$ cat config.mk
export PLATFORM = sky130hd
export DESIGN_NAME = if_stage
export DESIGN_NICKNAME = d
export VERILOG_FILES = /design/src/rtl/if_stage.sv
export SDC_FILE = /design/constraint.sdc
export NUM_CORES = 1
export LEC_CHECK = 0
export ABC_AREA = 0
export CORE_ASPECT_RATIO = 1.75
export CORE_MARGIN = 2
export CORE_UTILIZATION = 45
export CTS_CLUSTER_SIZE = 30
export DETAILED_ROUTE_END_ITERATION = 8
export GPL_ROUTABILITY_DRIVEN = 0
export PLACE_DENSITY_LB_ADDON = 0.15
export SLEW_MARGIN = 5
export SYNTH_ARGS = -nofsm -noshare
export SYNTH_HDL_FRONTEND = slang
export SYNTH_SLANG_ARGS = --single-unit
$ cat constraint.sdc
create_clock -name clk -period 4.5 [get_ports clk]
set_input_delay 0.675 -clock clk [delete_from_list [all_inputs] [get_ports clk]]
set_output_delay 0.675 -clock clk [all_outputs]
set_load 0.05 [all_outputs]
$ cat src/rtl/if_stage.sv
// Instruction-fetch stage: owns the PC, fetches over a req/ack handshake and
// drives the IF/ID pipeline register, with a one-entry buffer for IF/ID stalls.
//   state  | meaning
//   IDLE   | just out of reset, nothing requested yet
//   WAIT   | fetch outstanding, waiting for mem_ack
//   HOLD   | fetched word parked in buffer while IF/ID is stalled
module if_stage #(
    parameter logic [31:0] RESET_PC = 32'h0000_0000,
    parameter logic [31:0] NOP_INST = 32'h0000_0013
) (
    input  logic        clk,
    input  logic        rst,
    input  logic        rdy,
    input  logic [4:0]  stall_cmd,
    input  logic        br_flag,
    input  logic [31:0] br_target,
    output logic        mem_req,
    output logic [31:0] mem_addr,
    input  logic        mem_ack,
    input  logic [31:0] mem_data,
    output logic        if_stall_req,
    output logic [31:0] id_pc,
    output logic [31:0] id_inst,
    output logic        id_valid
);

    typedef enum logic [1:0] {
        S_IDLE = 2'd0,
        S_WAIT = 2'd1,
        S_HOLD = 2'd2
    } state_t;

    state_t      state, state_n;
    logic [31:0] pc, pc_n;
    logic [31:0] buf_inst, buf_inst_n;
    logic [31:0] buf_pc, buf_pc_n;
    logic        discard, discard_n;
    logic        mem_req_n;
    logic [31:0] mem_addr_n;
    logic [31:0] id_pc_n, id_inst_n;
    logic        id_valid_n;

    logic        redir;
    logic [31:0] tgt;
    logic [31:0] pc_inc;
    logic        deliver;
    logic [31:0] dl_pc, dl_inst;

    // stall_cmd[0] is implied by if_stall_req; [4:3] belong to later stages.
    logic unused_bits;
    assign unused_bits = ^{stall_cmd[4:3], stall_cmd[0], br_target[1:0]};

    assign redir  = br_flag & ~stall_cmd[2];
    assign tgt    = {br_target[31:2], 2'b00};
    assign pc_inc = pc + 32'd4;

    assign if_stall_req = ~rst & (state != S_HOLD);

    always_comb begin
        state_n    = state;
        pc_n       = pc;
        buf_inst_n = buf_inst;
        buf_pc_n   = buf_pc;
        discard_n  = discard;
        mem_req_n  = mem_req;
        mem_addr_n = mem_addr;
        id_pc_n    = id_pc;
        id_inst_n  = id_inst;
        id_valid_n = id_valid;
        deliver    = 1'b0;
        dl_pc      = pc;
        dl_inst    = mem_data;

        case (state)
            S_IDLE: begin
                state_n   = S_WAIT;
                mem_req_n = 1'b1;
                if (redir) begin
                    pc_n       = tgt;
                    mem_addr_n = tgt;
                end else begin
                    mem_addr_n = pc;
                end
            end
            S_WAIT: begin
                if (mem_ack) begin
                    if (discard || redir) begin
                        // wrong-path word: drop it and refetch without a gap
                        discard_n  = 1'b0;
                        pc_n       = redir ? tgt : pc;
                        mem_addr_n = redir ? tgt : pc;
                    end else if (!stall_cmd[1]) begin
                        deliver    = 1'b1;
                        pc_n       = pc_inc;
                        mem_addr_n = pc_inc;
                    end else begin
                        buf_pc_n   = pc;
                        buf_inst_n = mem_data;
                        pc_n       = pc_inc;
                        mem_req_n  = 1'b0;
                        state_n    = S_HOLD;
                    end
                end else if (redir) begin
                    // request stays on the bus; its data is discarded later
                    pc_n      = tgt;
                    discard_n = 1'b1;
                end
            end
            S_HOLD: begin
                if (redir) begin
                    pc_n       = tgt;
                    mem_req_n  = 1'b1;
                    mem_addr_n = tgt;
                    state_n    = S_WAIT;
                end else if (!stall_cmd[1]) begin
                    deliver    = 1'b1;
                    dl_pc      = buf_pc;
                    dl_inst    = buf_inst;
                    mem_req_n  = 1'b1;
                    mem_addr_n = pc;
                    state_n    = S_WAIT;
                end
            end
            default: state_n = S_IDLE;
        endcase

        if (redir) begin
            id_inst_n  = NOP_INST;
            id_valid_n = 1'b0;
        end else if (deliver) begin
            id_pc_n    = dl_pc;
            id_inst_n  = dl_inst;
            id_valid_n = 1'b1;
        end else if (!stall_cmd[1]) begin
            id_inst_n  = NOP_INST;
            id_valid_n = 1'b0;
        end
    end

    always_ff @(posedge clk) begin
        if (rst) begin
            state    <= S_IDLE;
            pc       <= RESET_PC;
            buf_inst <= NOP_INST;
            buf_pc   <= 32'd0;
            discard  <= 1'b0;
            mem_req  <= 1'b0;
            mem_addr <= 32'd0;
            id_pc    <= 32'd0;
            id_inst  <= NOP_INST;
            id_valid <= 1'b0;
        end else if (rdy) begin
            state    <= state_n;
            pc       <= pc_n;
            buf_inst <= buf_inst_n;
            buf_pc   <= buf_pc_n;
            discard  <= discard_n;
            mem_req  <= mem_req_n;
            mem_addr <= mem_addr_n;
            id_pc    <= id_pc_n;
            id_inst  <= id_inst_n;
            id_valid <= id_valid_n;
        end
    end

endmodule

==> run_results.csv <==
group,metric,value,unit
worst_setup_path,worstPathArrival,3.47,ns
detailed_routing,via_count,8822,
timing,drv_slew,0,
timing,layout_min_cycle_time,3.09,ns
logic_synthesis,yosys_warnings,0,
worst_setup_path,cp_slowest_cell,"a221o_2",
detailed_routing,viasPerCell,5.89,
timing,final-hold-violation-count,0,
worst_setup_path,cp-end-kind,"register",
worst_setup_path,critPathBufInv,2,
die,row_count,70,
placement,port_buffers,167,
finish,drive_above_1_share,7.86,%
detailed_routing,wl_per_cell,18.6,um
worst_setup_path,cp_top_family,"compound AO/OA/AOI/OAI gates",
finish,stdcell_area,0.0117,mm^2
finish,fin_cells,1499,
status,status,"completed",
run,maxCapViolCount,0,
clocking,clockBufferDepth,2,
clocking,postCtsSetupBuffers,0,
worst_setup_path,crit_path_start_kind,"primary input",
logic_synthesis,netlist_area,0.00947,mm^2
placement,place_area,0.0111,mm^2
logic_synthesis,ys_async_sr_fraction,0,%
logic_synthesis,yosys.area_share.simple,20.1,%
clocking,clock-root-buffer,"clkbuf_16",
finish,fin_nets,1315,
die,die_y,196,um
clocking,numCtsBuffers,17,
clocking,cts_sinks,197,
placement,place_worst_setup_slack,1.09,ns
logic_synthesis,synth_fa_ha_area_share,0.660,%
power,ir_drop,0.227,mV
logic_synthesis,synth-seq-cells,197,
timing,fin_tns_setup,0,ns
logic_synthesis,synth_top_family_by_area,"compound AO/OA/AOI/OAI gates",
power,p_leak,4.02,nW
worst_setup_path,path_max_fanout,50,
die,core-area,0.0208,mm^2
detailed_routing,drc,0,
clocking,clkTransAtPathRegs,0.07,ns
clocking,cts_tree,"yes",
logic_synthesis,synth_cell_types,69,
detailed_routing,dr.pass1.iters,5,
clocking,htree_levels,4,
finish,antenna-diode-count,0,
timing,setup_viol,0,
logic_synthesis,yosysSeqAreaShare,41.6,%
die,dieArea,0.0223,mm^2
grt,antenna_found_initial,0,
timing,maxSlewHeadroom,27.8,%
grt,grt.overflow.total,0,
die,io-pin-count,173,
detailed_routing,ant_nets,0,
logic_synthesis,synth_edf_count,0,
grt,grt_first_pass_wirelength,43.8,mm
timing,max_freq,324,MHz
grt,first_global_vias,8252,
worst_setup_path,cpPeakStageDelay,0.80,ns
die,initial_core_util,45.6,%
timing,rsz0062_at_grt,"no",
detailed_routing,drtIter0Drc,633,
placement,dp.final_hpwl,18.7,mm
detailed_routing,wl,27.9,mm
worst_setup_path,worstSetupPathType,"primary input to register",
die,die_w,114,um
power,powerDensity,344,mW/mm^2
logic_synthesis,synth_compound_area_share,21.7,%
clocking,postCtsHoldBufs,0,
timing,layout_worst_path_cycle_share,68.7,%
timing,layout_setup_ws,1.41,ns
worst_setup_path,worstPathCellList,"clkdlybuf4s50_1 > nor2b_2 > buf_4 > nor2_1 > a221o_2 > a2111oi_0 > a32o_1",
power,total_power,4.01,mW
logic_synthesis,synth_mux_area_share,7.78,%
logic_synthesis,avgSynthCellArea,8.27,um^2
placement,dp.cells,1469,
grt,track_usage,24.8,%
timing,skew,0.0107,ns
clocking,insertion_delay,0.44,ns
logic_synthesis,ys.flop_type,"dfxtp_1",
worst_setup_path,cp_data_required_time,4.88,ns
clocking,ctsResizeCount,0,
timing,tightestPinTransition,1.08,ns
logic_synthesis,synthXorXnorAreaFrac,1.66,%
logic_synthesis,synthCells,1146,
logic_synthesis,syn-num-nets,1225,
grt,grt_max_degree,97,
min_path,hold_class,"register to register",
finish,area_growth,23.1,%
## flip-flops by register name (all words and copies together), names as in the netlist
register,cells
mem_addr,32
id_pc,32
id_inst,32
mem_req,1
buf_pc,32
discard,1
pc,32
state,2
buf_inst,32
id_valid,1
## cells in the final DEF (no fill, tap or decap), types with 4 or more instances in the layout
| cell | count |
|---|---|
| a22oi_1 | 33 |
| a311oi_1 | 5 |
| a221oi_1 | 4 |
| nor3_1 | 25 |
| o221ai_1 | 6 |
| o41ai_1 | 6 |
| o31ai_1 | 10 |
| nand2b_1 | 4 |
| a211o_1 | 8 |
| nor4_1 | 14 |
| buf_4 | 18 |
| mux2_2 | 29 |
| o22ai_1 | 11 |
| or4_1 | 4 |
| clkdlybuf4s50_1 | 166 |
| a31oi_1 | 7 |
| clkbuf_16 | 17 |
| a211oi_1 | 44 |
| nand4_1 | 12 |
| nand2_1 | 198 |
| and3_1 | 8 |
| mux2i_1 | 41 |
| ha_1 | 5 |
| dfxtp_1 | 197 |
| o21ai_0 | 23 |
| nor2_1 | 104 |
| o31a_1 | 6 |
| xnor2_1 | 15 |
| inv_1 | 7 |
| nand3_1 | 29 |
| a21oi_1 | 108 |
| and4_1 | 5 |
| or3_1 | 5 |
## synthesized netlist by cell type (8+ instances only)
library cell,number,share of area (%)
nand2_1,199,7.9
dfxtp_1,197,42
a21oi_1,108,5.7
nor2_1,105,4.2
clkbuf_1,74,2.9
a211oi_1,44,3.5
mux2i_1,41,4.3
a22oi_1,33,2.6
mux2_2,29,3.4
nand3_1,29,1.5
nor3_1,25,1.3
o21ai_0,24,1.3
xnor2_1,15,1.4
nor4_1,14,0.92
buf_2,13,0.69
nand4_1,12,0.79
o22ai_1,11,0.73
o31ai_1,10,0.79
buf_1,9,0.36
buf_6,9,1.1
a211o_1,8,0.74
and3_1,8,0.53
## report_power, final
group / internal, mW / leakage (nW) / switching (mW) / total, mW
Clock: 0.913 / 0.292 / 0.664 / 1.58
Sequential: 1.79 / 1.59 / 0.0631 / 1.85
Combinational: 0.219 / 2.14 / 0.362 / 0.580
## final cells by class
type,count,area [um^2]
clock buffer,22,474
clock inverter,8,125
fill,1945,9090
inverter,7,26.3
multi-input combinational,827,4940
sequential,197,3940
tap,252,315
timing repair buffer,186,1840
## worst register-to-register path, stage by stage (launching register included)
cell	delay (ns)
dfxtp_1	0.34
inv_1	0.08
ha_1	0.41
nor2b_1	0.87
nand2_1	0.15
or4_1	0.50
a311o_1	0.32
a21oi_1	0.13
## logic make-up after synthesis
logic type | count (synthesis)
compound gates | 307
xor+xnor | 18
fa+ha+maj | 5
buf+inv | 122
flops | 197
mux | 70
simple gates | 427
## layer usage
| layer | track usage (%) | wire length [um] |
|---|---|---|
| met5 | 0 | 0 |
| met3 | 6.09 | 2010 |
| met1 | 27.9 | 10700 |
| met2 | 43.0 | 14000 |
| met4 | 12.5 | 1190 |
## path summary, 6_finish.rpt
kind         startpoint      endpoint  slack (ns)  depth (start not counted)
max             br_flag  mem_addr[30]        1.41                          7
max reg2reg    state[1]  mem_addr[26]        1.63                          7
min reg2reg  buf_pc[27]    buf_pc[27]        0.45                          2
min          buf_pc[27]    buf_pc[27]        0.45                          2
## metrics by stage
step / hold WS, ns / util (%)
floorplan: 0.434 / -
global placement: 0.440 / 53.3
detailed placement: 0.444 / 53.3
CTS: 0.454 / 56.2
global route: 0.463 / 56.2
finish: 0.453 / 56.2
No activity file was read; power rests on OpenSTA's default activity.
